==> src/rtl/pixel_fetch_pkg.sv <==
// -----------------------------------------------------------------------------
// pixel_fetch_pkg
// Shared definitions for the pixel fetch DMA:
//   state_t       - job FSM states
//   REG_*         - slave register addresses
//   CTRL_/STAT_*  - bit positions in the CTRL (write) and STATUS (read) word
// -----------------------------------------------------------------------------
package pixel_fetch_pkg;

   typedef enum logic [2:0] {
      ST_IDLE  = 3'd0,
      ST_FETCH = 3'd1,
      ST_DRAIN = 3'd2,
      ST_DONE  = 3'd3,
      ST_ABORT = 3'd4
   } state_t;

   localparam logic [1:0] REG_CTRL      = 2'd0;
   localparam logic [1:0] REG_SRC_ADDR  = 2'd1;
   localparam logic [1:0] REG_LENGTH    = 2'd2;
   localparam logic [1:0] REG_DELIVERED = 2'd3;

   localparam int CTRL_START_BIT = 0;
   localparam int CTRL_ABORT_BIT = 1;
   localparam int STAT_BUSY_BIT  = 0;
   localparam int STAT_DONE_BIT  = 1;

endpackage

==> src/rtl/pixel_fetch_dma_fifo.sv <==
// -----------------------------------------------------------------------------
// sync_fifo
// Single-clock FIFO with flush, used as the stream buffer of pixel_fetch_dma.
// Ports:
//   clk, reset_n      clock, asynchronous active-low reset
//   i_flush           empties the FIFO (wins over push/pop in the same cycle)
//   i_push, i_data    write side; a push on a full FIFO only lands if a pop
//                     happens in the same cycle
//   i_pop             read side; ignored while empty
//   o_data            head word (0 while empty)
//   o_full, o_empty   status flags
//   o_count           number of stored words
// -----------------------------------------------------------------------------
module sync_fifo #(
   parameter int WIDTH = 32,
   parameter int DEPTH = 8,
   localparam int AW   = $clog2(DEPTH)
) (
   input  logic             clk,
   input  logic             reset_n,
   input  logic             i_flush,
   input  logic             i_push,
   input  logic [WIDTH-1:0] i_data,
   input  logic             i_pop,
   output logic [WIDTH-1:0] o_data,
   output logic             o_full,
   output logic             o_empty,
   output logic [AW:0]      o_count
);

   localparam logic [AW:0] FULL_CNT = (AW+1)'(DEPTH);

   logic [WIDTH-1:0] r_mem [DEPTH];
   logic [AW-1:0]    r_wr_ptr;
   logic [AW-1:0]    r_rd_ptr;
   logic [AW:0]      r_count;
   logic             w_do_pop;
   logic             w_do_push;

   assign o_empty   = (r_count == '0);
   assign o_full    = (r_count == FULL_CNT);
   assign o_count   = r_count;
   assign w_do_pop  = i_pop && !o_empty;
   assign w_do_push = i_push && (!o_full || w_do_pop);
   // Gate the head so the stream data reads 0 whenever nothing is buffered.
   assign o_data    = o_empty ? '0 : r_mem[r_rd_ptr];

   always_ff @(posedge clk) begin
      if (w_do_push && !i_flush) begin
         r_mem[r_wr_ptr] <= i_data;
      end
   end

   always_ff @(posedge clk or negedge reset_n) begin
      if (!reset_n) begin
         r_wr_ptr <= '0;
         r_rd_ptr <= '0;
         r_count  <= '0;
      end else if (i_flush) begin
         r_wr_ptr <= '0;
         r_rd_ptr <= '0;
         r_count  <= '0;
      end else begin
         if (w_do_push) r_wr_ptr <= r_wr_ptr + 1'b1;
         if (w_do_pop)  r_rd_ptr <= r_rd_ptr + 1'b1;
         case ({w_do_push, w_do_pop})
            2'b10:   r_count <= r_count + 1'b1;
            2'b01:   r_count <= r_count - 1'b1;
            default: r_count <= r_count;
         endcase
      end
   end

endmodule

==> src/rtl/pixel_fetch_dma.sv <==
// -----------------------------------------------------------------------------
// pixel_fetch_dma
// Reads LENGTH 32-bit words from SDRAM starting at SRC_ADDR (single-word
// pipelined Avalon-MM reads) and streams them to the compression core.
// Ports:
//   clk, reset_n                 clock, asynchronous active-low reset
//   addr/rd_en/wr_en/writedata   Avalon-MM slave (CTRL, SRC_ADDR, LENGTH,
//   readdata                     DELIVERED); readdata registered, 1-cycle latency
//   master_*                     Avalon-MM read master to SDRAM (write tied off)
//   out_valid/out_ready/         pixel stream; out_last marks the final word
//   out_data/out_last
//   dbg_state                    current FSM state (state_t encoding)
//
// Stream handshake: a word transfers on every clk edge where out_valid and
// out_ready are both 1. Once out_valid is raised, out_data/out_last stay
// stable until that transfer; out_valid never depends on out_ready.
// -----------------------------------------------------------------------------
module pixel_fetch_dma
   import pixel_fetch_pkg::*;
#(
   parameter int FIFO_DEPTH      = 8,
   parameter int MAX_OUTSTANDING = 4,
   parameter int LEN_W           = 16
) (
   input  logic        clk,
   input  logic        reset_n,
   input  logic [1:0]  addr,
   input  logic        rd_en,
   input  logic        wr_en,
   input  logic [31:0] writedata,
   output logic [31:0] readdata,
   input  logic        master_waitrequest,
   input  logic [31:0] master_readdata,
   input  logic        master_readdatavalid,
   output logic [31:0] master_address,
   output logic        master_read,
   output logic        master_write,
   output logic [31:0] master_writedata,
   output logic        out_valid,
   input  logic        out_ready,
   output logic [31:0] out_data,
   output logic        out_last,
   output logic [2:0]  dbg_state
);

   localparam int FCW = $clog2(FIFO_DEPTH) + 1;
   localparam int OW  = $clog2(MAX_OUTSTANDING) + 1;
   localparam int SW  = ((FCW > OW) ? FCW : OW) + 1;

   state_t           r_state;
   state_t           w_next_state;
   logic [31:0]      r_src_addr;
   logic [LEN_W-1:0] r_length;
   logic [LEN_W-1:0] r_delivered;
   logic [LEN_W-1:0] r_issued;
   logic [OW-1:0]    r_outstanding;
   logic [31:0]      r_addr_ptr;
   logic             r_done;
   logic             r_req_pending;
   logic [31:0]      r_readdata;

   logic             w_ctrl_wr;
   logic             w_start;
   logic             w_abort;
   logic             w_launch;
   logic             w_flush;
   logic             w_master_read;
   logic             w_issue_ok;
   logic             w_accept;
   logic             w_ret;
   logic             w_push;
   logic             w_pop;
   logic             w_busy;
   logic [SW-1:0]    w_credit_sum;
   logic [FCW-1:0]   w_fifo_count;
   logic             w_fifo_full;
   logic             w_fifo_empty;
   logic [31:0]      w_fifo_data;

   assign w_ctrl_wr = wr_en && (addr == REG_CTRL);
   assign w_start   = w_ctrl_wr && writedata[CTRL_START_BIT];
   assign w_abort   = w_ctrl_wr && writedata[CTRL_ABORT_BIT];
   assign w_busy    = (r_state != ST_IDLE);

   // Words already buffered plus reads still in flight must fit in the FIFO,
   // so every returning word is guaranteed a slot.
   assign w_credit_sum = SW'(w_fifo_count) + SW'(r_outstanding);
   assign w_issue_ok   = (r_issued < r_length)
                      && (r_outstanding < OW'(MAX_OUTSTANDING))
                      && (w_credit_sum < SW'(FIFO_DEPTH));

   assign w_accept = w_master_read && !master_waitrequest;
   // Data arriving with nothing outstanding (e.g. after a reset) is stale.
   assign w_ret    = master_readdatavalid && (r_outstanding != '0);
   assign w_push   = w_ret && (r_state != ST_ABORT);
   assign w_pop    = out_valid && out_ready;

   // ---------------- FSM ----------------
   always_ff @(posedge clk or negedge reset_n) begin
      if (!reset_n) r_state <= ST_IDLE;
      else          r_state <= w_next_state;
   end

   always_comb begin
      w_next_state  = r_state;
      w_master_read = 1'b0;
      w_flush       = 1'b0;
      w_launch      = 1'b0;
      case (r_state)
         ST_IDLE: begin
            if (w_start) begin
               w_launch     = 1'b1;
               w_next_state = (r_length == '0) ? ST_DONE : ST_FETCH;
            end
         end
         ST_FETCH: begin
            w_master_read = w_issue_ok;
            if (w_abort) begin
               w_next_state = ST_ABORT;
               w_flush      = 1'b1;
            end else if (r_issued == r_length) begin
               w_next_state = ST_DRAIN;
            end
         end
         ST_DRAIN: begin
            if (w_abort) begin
               w_next_state = ST_ABORT;
               w_flush      = 1'b1;
            end else if (r_delivered == r_length) begin
               w_next_state = ST_DONE;
            end
         end
         ST_DONE: begin
            w_next_state = ST_IDLE;
         end
         ST_ABORT: begin
            // A request caught in a stall must be held until the slave takes
            // it; its data is then awaited and dropped like the others.
            w_master_read = r_req_pending;
            w_flush       = 1'b1;
            if ((r_outstanding == '0) && !r_req_pending) w_next_state = ST_IDLE;
         end
         default: begin
            w_next_state = ST_IDLE;
         end
      endcase
   end

   // ---------------- job counters ----------------
   always_ff @(posedge clk or negedge reset_n) begin
      if (!reset_n) begin
         r_addr_ptr    <= '0;
         r_issued      <= '0;
         r_outstanding <= '0;
         r_delivered   <= '0;
         r_done        <= 1'b0;
         r_req_pending <= 1'b0;
      end else begin
         r_req_pending <= w_master_read && master_waitrequest;
         if (w_launch) begin
            r_addr_ptr    <= r_src_addr;
            r_issued      <= '0;
            r_outstanding <= '0;
            r_delivered   <= '0;
            r_done        <= 1'b0;
         end else begin
            if (w_accept) begin
               r_addr_ptr <= r_addr_ptr + 32'd4;
               r_issued   <= r_issued + 1'b1;
            end
            case ({w_accept, w_ret})
               2'b10:   r_outstanding <= r_outstanding + 1'b1;
               2'b01:   r_outstanding <= r_outstanding - 1'b1;
               default: r_outstanding <= r_outstanding;
            endcase
            if (w_pop) r_delivered <= r_delivered + 1'b1;
            if (r_state == ST_DONE) r_done <= 1'b1;
         end
      end
   end

   // ---------------- slave registers ----------------
   always_ff @(posedge clk or negedge reset_n) begin
      if (!reset_n) begin
         r_src_addr <= '0;
         r_length   <= '0;
      end else if (wr_en && !w_busy) begin
         if (addr == REG_SRC_ADDR) r_src_addr <= {writedata[31:2], 2'b00};
         if (addr == REG_LENGTH)   r_length   <= writedata[LEN_W-1:0];
      end
   end

   always_ff @(posedge clk or negedge reset_n) begin
      if (!reset_n) begin
         r_readdata <= '0;
      end else if (rd_en) begin
         case (addr)
            REG_CTRL: begin
               r_readdata                <= '0;
               r_readdata[STAT_BUSY_BIT] <= w_busy;
               r_readdata[STAT_DONE_BIT] <= r_done;
            end
            REG_SRC_ADDR:  r_readdata <= r_src_addr;
            REG_LENGTH:    r_readdata <= {{(32-LEN_W){1'b0}}, r_length};
            default:       r_readdata <= {{(32-LEN_W){1'b0}}, r_delivered};
         endcase
      end
   end

   // ---------------- stream buffer ----------------
   sync_fifo #(
      .WIDTH (32),
      .DEPTH (FIFO_DEPTH)
   ) u_fifo (
      .clk     (clk),
      .reset_n (reset_n),
      .i_flush (w_flush),
      .i_push  (w_push),
      .i_data  (master_readdata),
      .i_pop   (w_pop),
      .o_data  (w_fifo_data),
      .o_full  (w_fifo_full),
      .o_empty (w_fifo_empty),
      .o_count (w_fifo_count)
   );

   a_no_overflow: assert property (@(posedge clk) disable iff (!reset_n)
      !(w_push && w_fifo_full && !w_pop && !w_flush));

   assign readdata         = r_readdata;
   assign master_read      = w_master_read;
   assign master_address   = r_addr_ptr;
   assign master_write     = 1'b0;
   assign master_writedata = '0;
   assign out_valid        = !w_fifo_empty;
   assign out_data         = w_fifo_data;
   assign out_last         = out_valid && (r_delivered == (r_length - LEN_W'(1)));
   assign dbg_state        = r_state;

endmodule
==> config.mk <==
export PLATFORM = sky130hd
export DESIGN_NAME = pixel_fetch_dma
export DESIGN_NICKNAME = d
export VERILOG_FILES = /design/src/rtl/pixel_fetch_pkg.sv /design/src/rtl/pixel_fetch_dma_fifo.sv /design/src/rtl/pixel_fetch_dma.sv
export SDC_FILE = /design/constraint.sdc
export NUM_CORES = 1
export LEC_CHECK = 0
export BUFFER_PORTS_ARGS = -buffer_cell sky130_fd_sc_hd__buf_2
export CORE_ASPECT_RATIO = 0.5
export CORE_MARGIN = 4
export CORE_UTILIZATION = 53
export DETAILED_ROUTE_END_ITERATION = 10
export PLACE_DENSITY = 0.76
export REMOVE_ABC_BUFFERS = 1
export SLEW_MARGIN = 10
export SYNTH_ARGS = -nofsm -noshare
export SYNTH_HDL_FRONTEND = slang
export SYNTH_SLANG_ARGS = --single-unit
==> constraint.sdc <==
create_clock -name clk -period 3.95 [get_ports clk]
set_input_delay 0.1975 -clock clk [delete_from_list [all_inputs] [get_ports clk]]
set_output_delay 0.1975 -clock clk [all_outputs]
set_load 0.005 [all_outputs]
==> flow_summary.ini <==
[outcome]
outcome = complete, no violations

[cells_and_area]
drive_gt1_share_pct = 23.86
diodes = 0
seq_area_um2 = 11650
fin_cells = 2122
design_area_um2 = 22190
fillers = 2514
area_growth_pct = 17.30
nets = 1718
utilization_pct = 63.69
multi_input_area_um2 = 6753

[detailed_routing]
firstDrtPassIters = 5
drt_iter0_markers = 1223
post_drt_via_cell_ratio = 5.860
via_count = 12440
antenna_left = 0
wl_per_cell_um = 20.89
totalWireLength_um = 44330
route.detailed.drc = 0

[power_and_ir_drop]
powerDensity_nw_per_um2 = 682.3
leakage_nw = 8.501
peakVddDrop_mv = 0.3426

[clocking]
cts.sinks = 414
tritoncts = yes
cts_buffer_depth = 3
clk_pin_slew_ps = 60
cts_made_buffers = 38
postCtsSetupRepairBufs = 0
root_buffer = clkbuf_16
clock_latency_ps = 540
cts-htree-levels = 2

[floorplanning]
io_pins = 208
fp.dieH_um = 141.6
start_util_pct = 54.30
fp.dieArea_um2 = 38950
core.rowCount = 48
die_w_um = 275.2
core_area_um2 = 34830

[worst_setup_path]
reg2reg_from = dbg_state[0]$_DFFE_PN0P_
cp_max_fo = 12
cp.arrival_ps = 3160
worstPathRequired_ps = 3750
worst-r2r-cell-count = 9
cp-end-kind = output pin
rr_endpoint = r_outstanding[2]$_DFFE_PN0P_
critPathKind = reg -> out
ff2ff_setup_slack_ps = 600
startpoint_type = flop
crit_end = out_last
crit_start = r_length[0]$_DFFE_PN0P_

[logic_synthesis]
synth_cells = 1391
ys.warnings.count = 0
syn-cell-area_um2 = 18910
synth_seq_cells = 414
syn_avg_cell_area_um2 = 13.60
ys_types = 67
synth_edf_count = 256
ys_top_cells_by_area = edfxtp_1 (41%), dfrtp_1 (21%), mux4_2 (7.6%)
ys_seq_area_share_pct = 61.55
yosysTopAreaCell = edfxtp_1
synth_top_area_share_pct = 40.65
ys_async_sr_fraction_pct = 38.16
synth_flop_cell = edfxtp_1

[place]
port-buffer-count = 172
hpwl_um = 27990
post-place-cells = 1985
routabilityCongestion = 0.9310
dpl_cell_area_um2 = 20220

[sta]
fmax_mhz = 297.7
rsz0062_at_grt = no
min_period_over_period_pct = 85.05
worst_slew_pin_slew_ps = 1117
finClkSkew_ps = 17.99
hold_viol_final = 0
drv_slew = 0
period_minus_slack_ps = 3360
finalSetupViolations = 0
max_slew_margin_pct = 25.51

[global_route]
grt_pass1_vias = 12730
grt_max_degree = 101
grt_pass1_wl_um = 70590
gr-total-overflow = 0
track_usage_pct = 22.96
antenna_found_initial = 0

[flow_run]
cap_violations = 0

[worst_hold_path]
worstHoldPathType = in -> reg
## synthesized netlist by cell type (2+ instances only)
cell type / n
edfxtp_1: 256
dfrtp_1: 158
nor2_1: 111
nand2_1: 79
mux4_2: 64
nand3_1: 57
clkbuf_1: 53
mux2i_1: 53
mux2_2: 49
a21oi_1: 48
o21ai_0: 47
inv_1: 43
buf_4: 36
xor2_1: 29
ha_1: 26
nor3_1: 26
nand4_1: 23
xnor2_1: 22
or4_1: 18
a22oi_1: 16
buf_1: 13
o31ai_1: 13
a221o_1: 12
and3_1: 12
and2_1: 10
or3_1: 10
o211ai_1: 9
a31oi_1: 8
buf_2: 8
nor2b_1: 8
nor4_1: 8
and4_1: 6
nand2b_1: 6
nor3b_1: 5
mux2_4: 4
o31a_1: 4
nand4b_1: 3
o22ai_1: 3
a21o_1: 2
a32oi_1: 2
fa_1: 2
nand3b_1: 2
nor4_2: 2
o32ai_1: 2
## through the flow
step	hold slack [ps]	worst slack (ps)	TNS [ps]	total power, mW
floorplan	-98.09	-69.01	-2208	9.540
CTS	190.9	617.0	0	15.26
finish	206.4	590.4	0	15.14
global placement	369.0	839.2	0	11.16
global route	238.4	383.2	0	16.02
detailed placement	374.7	654.2	0	11.37
## final cells by class
type | instances | share of cell area, %
sequential | 414 | 52.50
multi-input combinational | 857 | 30.44
timing repair buffer | 263 | 7.800
clock buffer | 56 | 4.957
tap | 475 | 2.679
clock inverter | 14 | 0.8967
inverter | 43 | 0.7275
## per-layer routing
layer / track usage [%] / up-vias / share of wire [%]
met5: 0 / - / 0
met4: 7.723 / 0 / 3.3
met3: 4.089 / 102 / 5.8
met2: 39.90 / 446 / 50
met1: 29.60 / 6254 / 40
li1: - / 5633 / -
## report_power, final
group / leakage, nW / switching [mW] / total (mW) / internal (mW)
combinational: 3.58 / 2.38 / 4.70 / 2.32
sequential: 4.29 / 1.05 / 6.63 / 5.58
clock: 0.632 / 1.59 / 3.81 / 2.21
## cell usage in the layout (no fill, tap or decap), types with 9 or more instances in the layout
master,Yosys,routed
nor2_1,111,105
clkbuf_16,0,39
dlygate4sd3_1,0,67
a21oi_1,48,48
edfxtp_1,256,256
o211ai_1,9,9
dfrtp_1,158,155
buf_2,8,171
conb_1,1,35
nor3_1,26,24
xnor2_1,22,22
o21ai_0,47,47
or3_1,10,10
clkbuf_1,53,11
or4_1,18,18
mux4_2,64,64
and2_1,10,10
ha_1,26,26
and3_1,12,12
inv_1,43,43
o31ai_1,13,13
mux2_2,49,49
buf_4,36,23
mux2i_1,53,53
a221o_1,12,12
nand2_1,79,79
nand3_1,57,57
a22oi_1,16,16
xor2_1,29,29
nand4_1,23,23
## worst min-delay path by stage
| stage | to | cells past startpoint | start |
|---|---|---|---|
| after floorplan | dbg_state[0]$_DFFE_PN0P_ | 0 | reset_n |
| after global placement | r_delivered[3]$_DFFE_PN0P_ | 1 | reset_n |
| after detailed placement | r_delivered[4]$_DFFE_PN0P_ | 1 | reset_n |
| after CTS | u_fifo.r_wr_ptr[1]$_DFFE_PN0P_ | 4 | out_ready |
| after global routing | r_delivered[1]$_DFFE_PN0P_ | 5 | out_ready |
| final | u_fifo.r_wr_ptr[1]$_DFFE_PN0P_ | 4 | out_ready |
## kinds of logic after synthesis
group,Yosys count,synth area share [%]
compound gates,181,6.258
xor+xnor,51,2.362
fa+ha+maj,28,1.932
buf+inv,154,3.863
flops,414,61.55
mux,170,13.66
other cells,1,0.01983
simple gates,392,10.35
## worst max-delay path, stage by stage (launching register included)
cell	delay (ps)
dfrtp_1	450
inv_1	100
ha_1	190
nor2b_1	600
and4_1	400
xnor2_1	90
o211ai_1	200
o2111ai_1	150
nor4_1	250
buf_2	180
## state kept, by name, summed over array words and instances (netlist names)
name and count:
r_src_addr 30, r_outstanding 3, u_fifo.r_mem 256, r_issued 16
r_req_pending 1, readdata 32, master_address 30, u_fifo.r_rd_ptr 3
dbg_state 3, r_done 1, u_fifo.r_wr_ptr 3, r_delivered 16
u_fifo.o_count 4, r_length 16
## repair_timing
| item | 4_1_cts | 5_1_grt |
|---|---|---|
| hold endpoints to repair | 402 | 0 |
| hold buffers | 67 | 0 |
| resized for setup | 0 | 0 |
No activity file was read; power rests on OpenSTA's default activity.
